--- src/rtl/snake_timer_pkg.sv ---
`default_nettype none
// =====================================================================
// Package  : snake_timer_pkg
// Brief    : Shared timer state encoding and default sizing constants.
// Revision : 1.0 - initial release
// =====================================================================
package snake_timer_pkg;

   // Defaults shared with the speed-control block
   localparam int C_DEFAULT_WIDTH       = 10;
   localparam int C_DEFAULT_RESET_LIMIT = 999;

   typedef enum logic [0:0] {
      IDLE = 1'b0,
      RUN  = 1'b1
   } state_t;

endpackage
`default_nettype wire

--- src/rtl/param_eq_cmp.sv ---
`default_nettype none
// =====================================================================
// Module   : param_eq_cmp
// Brief    : WIDTH-bit equality compare, per-bit xnor then AND-reduce.
// Revision : 1.0 - initial release
// =====================================================================
module param_eq_cmp #(
   parameter int WIDTH = 10
) (
   input  logic [WIDTH-1:0] a,
   input  logic [WIDTH-1:0] b,
   output logic             eq
);

   logic [WIDTH-1:0] w_bit_eq;

   for (genvar i = 0; i < WIDTH; i++) begin : g_bit
      assign w_bit_eq[i] = ~(a[i] ^ b[i]);
   end

   assign eq = &w_bit_eq;

endmodule
`default_nettype wire

--- src/rtl/match_tick_timer.sv ---
`default_nettype none
// =====================================================================
// Module   : match_tick_timer
// Brief    : Programmable move-rate timer; ticks on count==limit, wraps,
//            and swaps in a shadowed limit only at a wrap or while idle.
// Revision : 1.0 - initial release
// =====================================================================
module match_tick_timer
   import snake_timer_pkg::*;
#(
   parameter int WIDTH       = C_DEFAULT_WIDTH,
   parameter int RESET_LIMIT = C_DEFAULT_RESET_LIMIT
) (
   input  logic             clk,
   input  logic             rst_n,
   input  logic             en,
   input  logic             mode_oneshot,
   input  logic             start,
   input  logic [WIDTH-1:0] limit_in,
   input  logic             limit_valid,
   output logic             limit_ready,
   output logic [WIDTH-1:0] count,
   output logic             tick,
   output logic             eq,
   output logic             busy
);

   if (RESET_LIMIT < 0 || (WIDTH < 31 && RESET_LIMIT > (2 ** WIDTH) - 1)) begin : g_bad_reset_limit
      $error("RESET_LIMIT does not fit in WIDTH bits");
   end

   localparam logic [WIDTH-1:0] C_RESET_LIMIT = WIDTH'(RESET_LIMIT);

   state_t           r_state,  w_state_nxt;
   logic [WIDTH-1:0] r_count,  w_count_nxt;
   logic [WIDTH-1:0] r_active, w_active_nxt;
   logic [WIDTH-1:0] r_shadow, w_shadow_nxt;
   logic             r_full,   w_full_nxt;
   logic             r_tick,   w_tick_nxt;
   logic             w_eq;
   logic             w_accept;
   logic             w_match;

   param_eq_cmp #(.WIDTH(WIDTH)) u_eq_cmp (
      .a  (r_count),
      .b  (r_active),
      .eq (w_eq)
   );

   assign w_accept = limit_valid & ~r_full;
   assign w_match  = (r_state == RUN) & en & w_eq;

   always_ff @(posedge clk or negedge rst_n) begin
      if (!rst_n) begin
         r_state  <= IDLE;
         r_count  <= '0;
         r_active <= C_RESET_LIMIT;
         r_shadow <= '0;
         r_full   <= 1'b0;
         r_tick   <= 1'b0;
      end else begin
         r_state  <= w_state_nxt;
         r_count  <= w_count_nxt;
         r_active <= w_active_nxt;
         r_shadow <= w_shadow_nxt;
         r_full   <= w_full_nxt;
         r_tick   <= w_tick_nxt;
      end
   end

   always_comb begin
      w_state_nxt  = r_state;
      w_count_nxt  = r_count;
      w_active_nxt = r_active;
      w_shadow_nxt = r_shadow;
      w_full_nxt   = r_full;
      w_tick_nxt   = 1'b0;
      case (r_state)
         IDLE: begin
            w_count_nxt = '0;
            if (r_full) begin
               w_active_nxt = r_shadow;
               w_full_nxt   = 1'b0;
            end
            if (!mode_oneshot || start) begin
               w_state_nxt = RUN;
            end
         end
         RUN: begin
            if (w_match) begin
               w_count_nxt = '0;
               w_tick_nxt  = 1'b1;
               if (r_full) begin
                  w_active_nxt = r_shadow;
                  w_full_nxt   = 1'b0;
               end
               if (mode_oneshot) begin
                  w_state_nxt = IDLE;
               end
            end else if (en) begin
               w_count_nxt = r_count + WIDTH'(1);
            end
         end
         default: w_state_nxt = IDLE;
      endcase
      // Accepting only when empty means a value taken at a match waits for the next one
      if (w_accept) begin
         w_shadow_nxt = limit_in;
         w_full_nxt   = 1'b1;
      end
   end

   assign limit_ready = ~r_full;
   assign count       = r_count;
   assign tick        = r_tick;
   assign eq          = w_eq;
   assign busy        = (r_state == RUN);

endmodule
`default_nettype wire

--- config.mk ---
export PLATFORM = sky130hd
export DESIGN_NAME = match_tick_timer
export DESIGN_NICKNAME = d
export VERILOG_FILES = /design/src/rtl/snake_timer_pkg.sv /design/src/rtl/param_eq_cmp.sv /design/src/rtl/match_tick_timer.sv
export SDC_FILE = /design/constraint.sdc
export NUM_CORES = 1
export LEC_CHECK = 0
export BUFFER_PORTS_ARGS = -buffer_cell sky130_fd_sc_hd__buf_2
export CORE_MARGIN = 4
export CORE_UTILIZATION = 54
export CTS_CLUSTER_DIAMETER = 120
export DETAILED_ROUTE_END_ITERATION = 8
export PLACE_DENSITY_LB_ADDON = 0.08
export SETUP_SLACK_MARGIN = 0.2
export SLEW_MARGIN = 30
export SYNTH_ARGS = -nofsm -noshare
export SYNTH_HDL_FRONTEND = slang
export SYNTH_SLANG_ARGS = --single-unit
--- constraint.sdc ---
create_clock -name clk -period 2.5 [get_ports clk]
set_clock_uncertainty 0.2 [all_clocks]
set_input_delay 0.75 -clock clk [delete_from_list [all_inputs] [get_ports clk]]
set_output_delay 0.75 -clock clk [all_outputs]
set_load 0.05 [all_outputs]
==> results of run 1 <==
==> layer usage <==
| layer | part of all wire (%) | global-route usage, % | vias to the layer above |
|---|---|---|---|
| met2 | 51 | 33.03 | 35 |
| met1 | 42 | 23.19 | 550 |
| met3 | 5.5 | 7.231 | 8 |
| met5 | 0 | 0 | - |
| met4 | 1.8 | 7.879 | 0 |
| li1 | - | - | 537 |
==> metrics by stage <==
| stage | std cells | instance area, sq um | setup slack, ps | hold slack [ps] |
|---|---|---|---|---|
| floorplan | 128 | 1585 | 215.2 | 254.4 |
| global placement | 186 | 1757 | 209.5 | 274.4 |
| detailed placement | 186 | 1757 | 156.4 | 285.8 |
| CTS | 195 | 1848 | -106.5 | 261.9 |
| global route | 199 | 1908 | -206.7 | 285.4 |
| finish | 199 | 1908 | -76.22 | 256.8 |
==> cells in the mapped netlist (all sizes together) <==
| cell | count |
|---|---|
| dfrtp | 25 |
| a41oi | 1 |
| xnor2 | 14 |
| nor3b | 1 |
| nand2 | 8 |
| or2 | 1 |
| buf | 4 |
| o31ai | 1 |
| o211ai | 1 |
| nor2 | 4 |
| nor4 | 2 |
| nor3 | 2 |
| dfstp | 8 |
| and4 | 1 |
| a31oi | 1 |
| o41ai | 1 |
| o21ai | 1 |
| inv | 2 |
| a211oi | 6 |
| nand4 | 5 |
| clkbuf | 3 |
| ha | 1 |
| a21o | 1 |
| nor2b | 2 |
| nand3 | 5 |
| and3 | 3 |
| a311oi | 1 |
| nand2b | 1 |
| mux2 | 20 |
| xor2 | 2 |
==> cell type report <==
type | count | area share [%]
Timing Repair Buffer | 39 | 12.07
Inverter | 2 | 0.3934
Clock buffer | 7 | 2.885
Tap cell | 31 | 2.033
Multi-Input combinational cell | 86 | 37.77
Sequential cell | 33 | 44.46
Clock inverter | 1 | 0.3934
==> registers in the layout (all words and copies together) (netlist names) <==
register,flops
count,10
r_active,10
r_shadow,10
tick,1
r_full,1
busy,1
==> what timing repair did <==
action,in CTS,in global routing
hold endpoints to repair,0,0
pin swaps,2,4
cloned,0,1
setup buffers,1,3
resized for setup,4,6
endpoints found under the setup margin,1,8
==> power by group <==
| part | leakage, nW | total [W] | switching, W | internal (W) |
|---|---|---|---|---|
| sequential | 0.372 | 0.00102 | 0.000220 | 0.000801 |
| combinational | 0.448 | 0.000918 | 0.000495 | 0.000423 |
| clock | 0.0315 | 0.000320 | 0.000182 | 0.000138 |
==> final timing paths <==
check                                              from                      end
max in group asynchronous                         rst_n     count[7]$_DFFE_PN0P_
worst min register to register  r_shadow[7]$_DFFE_PN0P_  r_active[7]$_DFFE_PN1P_
worst max register to register  r_active[6]$_DFFE_PN1P_  r_active[4]$_DFFE_PN0P_
worst max-delay path            r_active[7]$_DFFE_PN1P_                       eq
min in group clk                r_shadow[7]$_DFFE_PN0P_  r_active[7]$_DFFE_PN1P_
worst min-delay path                              rst_n  r_shadow[2]$_DFFE_PN0P_
==> cells by family after synthesis <==
logic type / Yosys count / share of synthesized area (%)
buffers and inverters: 9 / 3.285
AND/OR/NAND/NOR: 35 / 11.78
AO/OA/AOI/OAI: 14 / 7.212
adder cells (fa/ha/maj): 1 / 0.8012
flip-flops: 33 / 53.53
XOR/XNOR: 16 / 8.975
multiplexers: 20 / 14.42
==> impl_metrics.xml, run 1 <==
<?xml version="1.0" encoding="UTF-8"?>
<metrics>
  <group name="drt">
    <metric name="avgViaCountPerCell" unit="">5.678</metric>
    <metric name="total_wire_length_after_detailed_routing" unit="mm">3.287</metric>
    <metric name="vias" unit="">1130</metric>
    <metric name="number_of_optimization_iterations_in_the_first_detailed_route_pass" unit="">5</metric>
    <metric name="post-route-drc-count" unit="">0</metric>
    <metric name="ant_nets" unit="">0</metric>
    <metric name="detail_route.wl_per_cell" unit="microns">16.52</metric>
    <metric name="detailedRoute.firstIterationViolations" unit="">78</metric>
  </group>
  <group name="setup_path">
    <metric name="path_depth" unit="">4</metric>
    <metric name="critPathCaptureType" unit="">output port</metric>
    <metric name="timing.critical_path.cells" unit="">xnor2_1, nand2_1, nor3_2, buf_6</metric>
    <metric name="r2r.worst_path.cells" unit="">6</metric>
    <metric name="required_time_of_the_critical_path" unit="ps">1550</metric>
    <metric name="critical_path.max_fanout" unit="">3</metric>
    <metric name="crit_path_start_kind" unit="">flip-flop</metric>
    <metric name="worst_path_dominant_cell_family" unit="">flip-flops</metric>
    <metric name="worst_endpoint_data_arrival_time" unit="ps">1630</metric>
    <metric name="crit_path_max_incr_delay" unit="ps">550</metric>
    <metric name="path_buf_inv" unit="">1</metric>
    <metric name="timing.critical_path.slowest_stage_cell" unit="">dfstp_2</metric>
    <metric name="critPathKind" unit="">flip-flop to output port</metric>
    <metric name="timing.reg2reg.setup_slack" unit="ps">280</metric>
  </group>
  <group name="logic_synthesis">
    <metric name="synth_area" unit="sq um">1561</metric>
    <metric name="ys_top_cells_by_area" unit="">dfrtp_1 40%, dfstp_2 13%, mux2_2 13%</metric>
    <metric name="synth_largest_type_area_fraction" unit="%">40.06</metric>
    <metric name="syn_nets" unit="">145</metric>
    <metric name="register_area_share_after_synthesis" unit="%">53.53</metric>
    <metric name="synth_cell_types" unit="">32</metric>
    <metric name="postSynthRegisterBits" unit="">33</metric>
    <metric name="number_of_cells_produced_by_synthesis" unit="">128</metric>
    <metric name="synth_area_leader_cell" unit="">dfrtp_1</metric>
    <metric name="avgSynthCellArea" unit="sq um">12.20</metric>
    <metric name="synth-warning-count" unit="">0</metric>
  </group>
  <group name="timing">
    <metric name="fin_tns_setup" unit="ps">-76.22</metric>
    <metric name="slew_viol_final" unit="">0</metric>
    <metric name="layout_setup_ws" unit="ps">-76.22</metric>
    <metric name="finalCritPeriodShare" unit="%">103.0</metric>
    <metric name="final_period_minus_worst_setup_slack" unit="ps">2576</metric>
    <metric name="fmax" unit="MHz">388.2</metric>
    <metric name="relSlewSlack" unit="%">52.03</metric>
    <metric name="report.final.setup_viol" unit="">1</metric>
    <metric name="grt_setup_unrepaired" unit="">yes</metric>
    <metric name="hold_violations" unit="">0</metric>
    <metric name="worst-slew-pin-transition" unit="ps">719.6</metric>
  </group>
  <group name="layout">
    <metric name="multi_input_comb_area" unit="sq um">720.7</metric>
    <metric name="design.final.nets" unit="">184</metric>
    <metric name="final_layout_size_suffix_gt1_share" unit="%">52.98</metric>
    <metric name="layout_commonest_cell" unit="">buf_2</metric>
    <metric name="fin_util" unit="%">69.19</metric>
    <metric name="filler_cell_count" unit="">221</metric>
    <metric name="area_growth_synth_to_finish" unit="%">22.20</metric>
    <metric name="count_of_antenna_diodes_in_the_layout" unit="">0</metric>
    <metric name="layout_common_cells" unit="">28 x buf_2, 18 x mux2_2, 15 x dfrtp_1, 10 x xnor2_1, 10 x dfrtp_2</metric>
    <metric name="seq_area" unit="sq um">848.3</metric>
  </group>
  <group name="clock_network">
    <metric name="clock_sink_count" unit="">33</metric>
    <metric name="clk_root_buffer_cell" unit="">clkbuf_4</metric>
    <metric name="cts.hold.buffers_added" unit="">0</metric>
    <metric name="htree_levels" unit="">2</metric>
    <metric name="number_of_buffers_created_by_cts" unit="">5</metric>
    <metric name="cts_tree" unit="">yes</metric>
    <metric name="ctsLongestPathBuffers" unit="">2</metric>
    <metric name="worst_skew_pair.late_latency" unit="ps">340</metric>
    <metric name="cts.clk_slew.worst_paths" unit="ps">110</metric>
  </group>
  <group name="global_route">
    <metric name="first_global_vias" unit="">1128</metric>
    <metric name="grt.total_usage" unit="%">19.79</metric>
    <metric name="total_congestion_overflow_after_global_routing" unit="">0</metric>
    <metric name="grt_first_pass_wirelength" unit="mm">5.264</metric>
    <metric name="antenna_found_initial" unit="">0</metric>
    <metric name="grt_start_max_net_pins" unit="">34</metric>
  </group>
  <group name="placement">
    <metric name="post-dp-hpwl" unit="mm">2.343</metric>
    <metric name="io_buffers" unit="">29</metric>
    <metric name="gp_congestion" unit="">0.7826</metric>
  </group>
  <group name="die">
    <metric name="die_area" unit="sq um">3816</metric>
    <metric name="floorplan.io_pins" unit="">30</metric>
    <metric name="rows" unit="">19</metric>
    <metric name="fp.coreArea" unit="sq um">2758</metric>
    <metric name="die_h" unit="microns">61.78</metric>
    <metric name="floorplan.initialDensity" unit="%">56.62</metric>
    <metric name="width_of_the_die" unit="microns">61.78</metric>
  </group>
  <group name="pwr">
    <metric name="static-leakage-power" unit="nW">0.8515</metric>
    <metric name="total_power" unit="W">0.002258</metric>
    <metric name="p_per_area" unit="nW/um^2">1184</metric>
    <metric name="max-vdd-ir-drop" unit="mV">0.8634</metric>
  </group>
  <group name="job">
    <metric name="number_of_violations_of_the_max_capacitance_limit" unit="">0</metric>
  </group>
  <group name="run_status">
    <metric name="status" unit="">finished with violations</metric>
    <metric name="violated_checks" unit="">setup timing</metric>
  </group>
  <group name="min_path">
    <metric name="hold_path.class" unit="">input pin to asynchronous set/reset pin</metric>
  </group>
</metrics>
(Power assumes the default switching activity.)
==> run 2: changes to the inputs <==
--- a/config.mk
+++ b/config.mk
@@ -10,8 +10,10 @@
 export CORE_UTILIZATION = 54
 export CTS_CLUSTER_DIAMETER = 120
 export DETAILED_ROUTE_END_ITERATION = 8
+export GPL_ROUTABILITY_DRIVEN = 1
 export PLACE_DENSITY_LB_ADDON = 0.08
 export SETUP_SLACK_MARGIN = 0.2
+export SKIP_LAST_GASP = 1
 export SLEW_MARGIN = 30
 export SYNTH_ARGS = -nofsm -noshare
 export SYNTH_HDL_FRONTEND = slang
==> run 2 against run 1 <==
Compared with the run above:
- the run still ends with setup timing left
- maximum frequency down 0.73%
- sequential power about the same
- total power down 0.56%
- via count up 0.97%
- core utilization down 0.27 points
- first-iteration DRC count down 24%
- die area unchanged
- non-clock buffer count unchanged
- highest routed layer unchanged
- critical endpoint unchanged
- cell area down 0.39%
- worst setup slack worse by 19 ps
==> impl_metrics.xml, run 2 (synthesis gave the netlist of run 1 again) <==
<?xml version="1.0" encoding="UTF-8"?>
<metrics>
  <group name="run_status">
    <metric name="status" unit="">finished with violations</metric>
    <metric name="violated_checks" unit="">setup timing</metric>
  </group>
  <group name="drt">
    <metric name="detail_route.wl_per_cell" unit="microns">16.37</metric>
    <metric name="dr.max_layer_used" unit="">met4</metric>
    <metric name="met2_wire_length" unit="mm">1.630</metric>
    <metric name="number_of_optimization_iterations_in_the_first_detailed_route_pass" unit="">4</metric>
    <metric name="wl_met1" unit="mm">1.373</metric>
    <metric name="post-route-drc-count" unit="">0</metric>
    <metric name="ant_nets" unit="">0</metric>
    <metric name="total_wire_length_after_detailed_routing" unit="mm">3.257</metric>
    <metric name="vias" unit="">1141</metric>
    <metric name="avgViaCountPerCell" unit="">5.734</metric>
    <metric name="detailedRoute.firstIterationViolations" unit="">59</metric>
    <metric name="met3WireLength" unit="microns">192</metric>
  </group>
  <group name="global_route">
    <metric name="antenna_found_initial" unit="">0</metric>
    <metric name="grt.total_usage" unit="%">19.66</metric>
    <metric name="first_global_vias" unit="">1127</metric>
    <metric name="grt_start_max_net_pins" unit="">34</metric>
    <metric name="grt_first_pass_wirelength" unit="mm">5.244</metric>
    <metric name="total_congestion_overflow_after_global_routing" unit="">0</metric>
  </group>
  <group name="placement">
    <metric name="dp.cells" unit="">186</metric>
    <metric name="gp_congestion" unit="">0.7826</metric>
    <metric name="io_buffers" unit="">29</metric>
    <metric name="post-dp-hpwl" unit="mm">2.343</metric>
    <metric name="dp_slack" unit="ps">156.4</metric>
  </group>
  <group name="clock_network">
    <metric name="htree_levels" unit="">2</metric>
    <metric name="cts.hold.buffers_added" unit="">0</metric>
    <metric name="cts.clk_slew.worst_paths" unit="ps">110</metric>
    <metric name="worst_skew_pair.late_latency" unit="ps">340</metric>
    <metric name="clock_sink_count" unit="">33</metric>
    <metric name="ctsLongestPathBuffers" unit="">2</metric>
    <metric name="cts_tree" unit="">yes</metric>
    <metric name="clk_root_buffer_cell" unit="">clkbuf_4</metric>
    <metric name="number_of_buffers_created_by_cts" unit="">5</metric>
  </group>
  <group name="timing">
    <metric name="final_period_minus_worst_setup_slack" unit="ps">2595</metric>
    <metric name="layout_setup_ws" unit="ps">-95.20</metric>
    <metric name="finalCritPeriodShare" unit="%">103.8</metric>
    <metric name="fmax" unit="MHz">385.3</metric>
    <metric name="grt_setup_unrepaired" unit="">yes</metric>
    <metric name="slew_viol_final" unit="">0</metric>
    <metric name="relSlewSlack" unit="%">52.02</metric>
    <metric name="worst-slew-pin-transition" unit="ps">719.7</metric>
    <metric name="hold_violations" unit="">0</metric>
    <metric name="report.final.setup_viol" unit="">1</metric>
  </group>
  <group name="layout">
    <metric name="seq_area" unit="sq um">848.3</metric>
    <metric name="multi_input_comb_area" unit="sq um">713.2</metric>
    <metric name="filler_cell_count" unit="">224</metric>
    <metric name="layout_common_cells" unit="">28 x buf_2, 18 x mux2_2, 15 x dfrtp_1, 11 x xnor2_1, 10 x dfrtp_2</metric>
    <metric name="count_of_antenna_diodes_in_the_layout" unit="">0</metric>
    <metric name="area_growth_synth_to_finish" unit="%">21.71</metric>
    <metric name="layout_commonest_cell" unit="">buf_2</metric>
    <metric name="final-instance-count-excl-fill" unit="">199</metric>
    <metric name="fin_util" unit="%">68.92</metric>
    <metric name="design.final.nets" unit="">184</metric>
    <metric name="final_layout_size_suffix_gt1_share" unit="%">52.38</metric>
  </group>
  <group name="die">
    <metric name="width_of_the_die" unit="microns">61.78</metric>
    <metric name="floorplan.io_pins" unit="">30</metric>
    <metric name="rows" unit="">19</metric>
    <metric name="die_h" unit="microns">61.78</metric>
    <metric name="floorplan.initialDensity" unit="%">56.62</metric>
    <metric name="fp.coreArea" unit="sq um">2758</metric>
    <metric name="die_area" unit="sq um">3816</metric>
  </group>
  <group name="setup_path">
    <metric name="timing.critical_path.cells" unit="">xnor2_2, nand4_1, nor3_2, buf_6</metric>
    <metric name="timing.critical_path.slowest_stage_cell" unit="">dfstp_2</metric>
    <metric name="crit_path_start_kind" unit="">flip-flop</metric>
    <metric name="crit_path_max_incr_delay" unit="ps">570</metric>
    <metric name="critPathCaptureType" unit="">output port</metric>
    <metric name="path_buf_inv" unit="">1</metric>
    <metric name="critPathKind" unit="">flip-flop to output port</metric>
    <metric name="worst_endpoint_data_arrival_time" unit="ps">1650</metric>
    <metric name="critical_path.max_fanout" unit="">2</metric>
    <metric name="worst_path_dominant_cell_family" unit="">flip-flops</metric>
    <metric name="required_time_of_the_critical_path" unit="ps">1550</metric>
  </group>
  <group name="job">
    <metric name="number_of_violations_of_the_max_capacitance_limit" unit="">0</metric>
  </group>
  <group name="pwr">
    <metric name="p_per_area" unit="nW/um^2">1182</metric>
    <metric name="static-leakage-power" unit="nW">0.8464</metric>
    <metric name="max-vdd-ir-drop" unit="mV">0.8638</metric>
  </group>
  <group name="min_path">
    <metric name="hold_path.class" unit="">input pin to asynchronous set/reset pin</metric>
  </group>
</metrics>
==> run 2: cell counts in the layout (fill, tap and decap cells not counted) <==
Identical to the previous run, type by type.
==> run 2: routing by layer <==
metal / GRT usage (%) / up-vias
li1: - / 541
met1: 23.19 / 552
met2: 32.59 / 40
met3: 7.231 / 8
met4: 7.879 / 0
met5: 0 / -
==> run 2: layout make-up <==
class / count / share of cell area (%)
clock inverters: 1 / 0.3950
clock buffers: 7 / 2.897
flip-flops and latches: 33 / 44.63
repair buffers: 39 / 12.11
well taps: 31 / 2.041
multi-input cells: 86 / 37.52
inverters: 2 / 0.3950
==> run 2: path summary, 6_finish.rpt <==
check / start / endpoint / slack [ps] / cells past startpoint
setup / recovery: r_active[9]$_DFFE_PN1P_ / eq / -100 / 4
hold / removal: rst_n / r_shadow[2]$_DFFE_PN0P_ / 260 / 1
setup reg to reg: r_active[9]$_DFFE_PN1P_ / r_active[4]$_DFFE_PN0P_ / 270 / 7
hold reg to reg: r_shadow[7]$_DFFE_PN0P_ / r_active[7]$_DFFE_PN1P_ / 310 / 1
max in group asynchronous: rst_n / count[7]$_DFFE_PN0P_ / 1340 / 1
min in group clk: r_shadow[7]$_DFFE_PN0P_ / r_active[7]$_DFFE_PN1P_ / 310 / 1
==> run 2: power by group <==
group | switching (W) | total, W | internal (W)
clock | 0.000184 | 0.000322 | 0.000138
combinational | 0.000495 | 0.000909 | 0.000414
sequential | 0.000214 | 0.00102 | 0.000801
total | 0.000894 | 0.00225 | 0.00135
==> run 2: worst reg2reg max path, stage by stage, from the launching register on <==
cell and delay (ps):
dfstp_2 570, xnor2_2 120, nand4_1 160, buf_4 170
buf_4 130, o41ai_4 270, buf_6 180, mux2_2 330
==> run 2: stage by stage <==
stage          area [sq um]  total power (W)  hold slack [ps]  TNS (ps)
6_report               1901         0.002246            255.4    -95.20
5_1_grt                1901         0.002386            285.4    -211.9
4_1_cts                1841         0.002179            261.9    -110.2
3_5_place_dp           1757         0.001824            285.8         0
3_3_place_gp           1757         0.001780            274.4         0
2_1_floorplan          1585         0.001616            254.4         0
==> run 2: repair_timing <==
| action | CTS | global route |
|---|---|---|
| pin swaps | 1 | 4 |
| gates resized for setup | 3 | 6 |
| cloned | 0 | 1 |
| setup endpoints to repair | 1 | 8 |
| buffers inserted | 1 | 3 |
==> run 3: changes to the inputs <==
--- a/config.mk
+++ b/config.mk
@@ -5,13 +5,14 @@
 export SDC_FILE = /design/constraint.sdc
 export NUM_CORES = 1
 export LEC_CHECK = 0
+export ABC_AREA = 1
 export BUFFER_PORTS_ARGS = -buffer_cell sky130_fd_sc_hd__buf_2
 export CORE_MARGIN = 4
 export CORE_UTILIZATION = 54
 export CTS_CLUSTER_DIAMETER = 120
 export DETAILED_ROUTE_END_ITERATION = 8
 export GPL_ROUTABILITY_DRIVEN = 1
-export PLACE_DENSITY_LB_ADDON = 0.08
+export PLACE_DENSITY = 0.78
 export SETUP_SLACK_MARGIN = 0.2
 export SKIP_LAST_GASP = 1
 export SLEW_MARGIN = 30
==> run 3 against run 2 <==
Compared with the run above:
- the run still ends with setup timing left
- synthesized cell count increased by 41%
- sequential cell count unchanged
- maximum frequency increased by 2.2%
- critical endpoint unchanged
- largest cell class unchanged
==> impl_metrics.xml, run 3 <==
<?xml version="1.0" encoding="UTF-8"?>
<metrics>
  <group name="layout">
    <metric name="finish.instance_area" unit="sq um">1961</metric>
    <metric name="layout_common_cells" unit="">53 x nand2_1, 28 x buf_2, 17 x inv_1, 16 x nor2_1</metric>
    <metric name="area_growth_synth_to_finish" unit="%">21.00</metric>
    <metric name="count_of_antenna_diodes_in_the_layout" unit="">0</metric>
    <metric name="layout_commonest_cell" unit="">nand2_1</metric>
    <metric name="final_layout_size_suffix_gt1_share" unit="%">39.19</metric>
    <metric name="design.final.nets" unit="">238</metric>
    <metric name="fin_util" unit="%">69.89</metric>
    <metric name="filler_cell_count" unit="">221</metric>
  </group>
  <group name="timing">
    <metric name="finalCritPeriodShare" unit="%">101.6</metric>
    <metric name="slew_viol_final" unit="">0</metric>
    <metric name="worst_hold_slack" unit="ps">239.7</metric>
    <metric name="report.final.setup_viol" unit="">1</metric>
    <metric name="hold_violations" unit="">0</metric>
    <metric name="grt_setup_unrepaired" unit="">yes</metric>
    <metric name="layout_setup_ws" unit="ps">-40.32</metric>
    <metric name="relSlewSlack" unit="%">54.27</metric>
    <metric name="fmax" unit="MHz">393.7</metric>
    <metric name="worst-slew-pin-transition" unit="ps">685.9</metric>
    <metric name="final_period_minus_worst_setup_slack" unit="ps">2540</metric>
  </group>
  <group name="setup_path">
    <metric name="critPathCaptureType" unit="">output port</metric>
    <metric name="timing.critical_path.slowest_stage_cell" unit="">dfstp_2</metric>
    <metric name="worst_endpoint_data_arrival_time" unit="ps">1590</metric>
    <metric name="required_time_of_the_critical_path" unit="ps">1550</metric>
    <metric name="crit_path_max_incr_delay" unit="ps">560</metric>
    <metric name="timing.critical_path.cells" unit="">xnor2_1, nand3_2, nor2_4, nand2_4, clkinvlp_4, buf_8</metric>
    <metric name="critPathKind" unit="">flip-flop to output port</metric>
    <metric name="critical_path.max_fanout" unit="">2</metric>
    <metric name="crit_path_start_kind" unit="">flip-flop</metric>
  </group>
  <group name="pwr">
    <metric name="static-leakage-power" unit="nW">1.001</metric>
    <metric name="max-vdd-ir-drop" unit="mV">0.5832</metric>
    <metric name="p_per_area" unit="nW/um^2">1207</metric>
    <metric name="total_power" unit="W">0.002367</metric>
  </group>
  <group name="logic_synthesis">
    <metric name="number_of_cells_produced_by_synthesis" unit="">180</metric>
    <metric name="synth_area_leader_cell" unit="">dfrtp_1</metric>
    <metric name="postSynth.topFlopCell" unit="">dfrtp_1</metric>
    <metric name="synth_common_cells" unit="">54 x nand2_1, 25 x dfrtp_1, 19 x inv_1</metric>
    <metric name="register_area_share_after_synthesis" unit="%">51.58</metric>
    <metric name="fraction_of_registers_with_async_set_reset" unit="%">100.0</metric>
    <metric name="ys_top_cells_by_area" unit="">dfrtp_1 39%, dfstp_2 13%, nand2_1 13%</metric>
    <metric name="syn_nets" unit="">197</metric>
    <metric name="synth_cell_types" unit="">21</metric>
    <metric name="synth-warning-count" unit="">0</metric>
    <metric name="synth-edff-count" unit="">0</metric>
    <metric name="synth_area" unit="sq um">1620</metric>
    <metric name="postSynthRegisterBits" unit="">33</metric>
    <metric name="avgSynthCellArea" unit="sq um">9.002</metric>
    <metric name="most_common_cell_in_the_netlist" unit="">nand2_1</metric>
    <metric name="synth_largest_type_area_fraction" unit="%">38.61</metric>
  </group>
  <group name="clock_network">
    <metric name="clk_root_buffer_cell" unit="">clkbuf_4</metric>
    <metric name="clock_sink_count" unit="">33</metric>
    <metric name="ctsLongestPathBuffers" unit="">2</metric>
    <metric name="cts.hold.buffers_added" unit="">0</metric>
    <metric name="cts.clk_slew.worst_paths" unit="ps">120</metric>
    <metric name="cts_tree" unit="">yes</metric>
    <metric name="number_of_buffers_created_by_cts" unit="">5</metric>
    <metric name="worst_skew_pair.late_latency" unit="ps">340</metric>
    <metric name="htree_levels" unit="">2</metric>
  </group>
  <group name="global_route">
    <metric name="met2_usage" unit="%">32.09</metric>
    <metric name="antenna_found_initial" unit="">0</metric>
    <metric name="grt_start_max_net_pins" unit="">34</metric>
    <metric name="grt_first_pass_wirelength" unit="mm">5.851</metric>
    <metric name="grt_most_used_layer" unit="">met2</metric>
    <metric name="grtUsageMet3" unit="%">6.295</metric>
    <metric name="total_congestion_overflow_after_global_routing" unit="">0</metric>
    <metric name="globalRouteMet1Util" unit="%">21.71</metric>
    <metric name="grt.total_usage" unit="%">18.79</metric>
    <metric name="first_global_vias" unit="">1345</metric>
  </group>
  <group name="drt">
    <metric name="avgViaCountPerCell" unit="">5.249</metric>
    <metric name="vias" unit="">1328</metric>
    <metric name="detail_route.wl_per_cell" unit="microns">12.85</metric>
    <metric name="detailedRoute.firstIterationViolations" unit="">106</metric>
    <metric name="total_wire_length_after_detailed_routing" unit="mm">3.252</metric>
    <metric name="post-route-drc-count" unit="">0</metric>
    <metric name="ant_nets" unit="">0</metric>
    <metric name="number_of_optimization_iterations_in_the_first_detailed_route_pass" unit="">4</metric>
  </group>
  <group name="die">
    <metric name="floorplan.io_pins" unit="">30</metric>
    <metric name="width_of_the_die" unit="microns">62.78</metric>
    <metric name="floorplan.initialDensity" unit="%">57.76</metric>
    <metric name="die_area" unit="sq um">3941</metric>
    <metric name="die_h" unit="microns">62.78</metric>
    <metric name="rows" unit="">19</metric>
    <metric name="fp.coreArea" unit="sq um">2805</metric>
  </group>
  <group name="placement">
    <metric name="dpl_cell_area" unit="sq um">1804</metric>
    <metric name="dp_slack" unit="ps">182.4</metric>
    <metric name="io_buffers" unit="">29</metric>
    <metric name="gp_congestion" unit="">0.9320</metric>
    <metric name="post-dp-hpwl" unit="mm">2.385</metric>
  </group>
  <group name="job">
    <metric name="number_of_violations_of_the_max_capacitance_limit" unit="">0</metric>
  </group>
  <group name="run_status">
    <metric name="status" unit="">finished with violations</metric>
    <metric name="violated_checks" unit="">setup timing</metric>
  </group>
  <group name="min_path">
    <metric name="hold_path.class" unit="">input pin to asynchronous set/reset pin</metric>
  </group>
</metrics>
[run 3: layout make-up]
cell class	instances	area [sq um]	share of cell area, %
tap	31	38.79	1.978
clock buffer	5	37.54	1.914
inverter	20	78.83	4.020
multi-input combinational	125	703.2	35.86
sequential	33	848.3	43.27
timing repair buffer	36	207.7	10.59
clock inverter	3	46.29	2.361
[run 3: cells by family after synthesis]
logic type	Yosys count	share of synthesized area, %
simple gates	100	27.80
flops	33	51.58
buf+inv	22	6.718
mux	10	6.950
xor+xnor	8	4.324
compound gates	6	1.853
fa+ha+maj	1	0.7721
[run 3: what timing repair did]
item                                    in CTS  in global routing
gates cloned                                 0                  0
endpoints found under the setup margin       1                  1
resized for setup                            6                  1
pin swaps                                    6                  4
buffers inserted                             5                  1
[run 3: worst paths after layout]
kind	startpoint	to	slack [ps]	depth (start not counted)
worst min-delay path	rst_n	busy$_DFF_PN0_	240	1
worst max-delay path	r_active[5]$_DFFE_PN1P_	eq	-40	6
worst max register to register	r_active[5]$_DFFE_PN1P_	r_active[3]$_DFFE_PN0P_	430	10
worst min register to register	r_active[0]$_DFFE_PN1P_	r_active[0]$_DFFE_PN1P_	280	2
max in group asynchronous	rst_n	count[6]$_DFFE_PN0P_	1380	1
min in group clk	r_active[0]$_DFFE_PN1P_	r_active[0]$_DFFE_PN1P_	280	2
[run 3: power by group]
group | switching [W] | internal (W) | total [W]
Sequential | 0.000183 | 0.000801 | 0.000984
Clock | 0.000199 | 0.000212 | 0.000411
Combinational | 0.000600 | 0.000371 | 0.000971
Total | 0.000983 | 0.00138 | 0.00237
[run 3: routing by layer]
| layer | vias up | wire (microns) |
|---|---|---|
| li1 | 651 | - |
| met1 | 609 | 1349 |
| met2 | 57 | 1612 |
| met3 | 11 | 221 |
| met4 | 0 | 68 |
| met5 | - | 0 |
[run 3: metrics by stage]
stage | setup TNS [ps] | instances
floorplan | 0 | 180
global placement | 0 | 239
detailed placement | 0 | 239
CTS | -65.10 | 252
global route | -145.8 | 253
finish | -40.32 | 253
[run 3: worst max-delay path: cells and delay by family, from the launching register on]
kind,cells,cell delay [ps]
buf+inv,2,200
xor+xnor,1,140
flops,1,560
simple gates,3,340
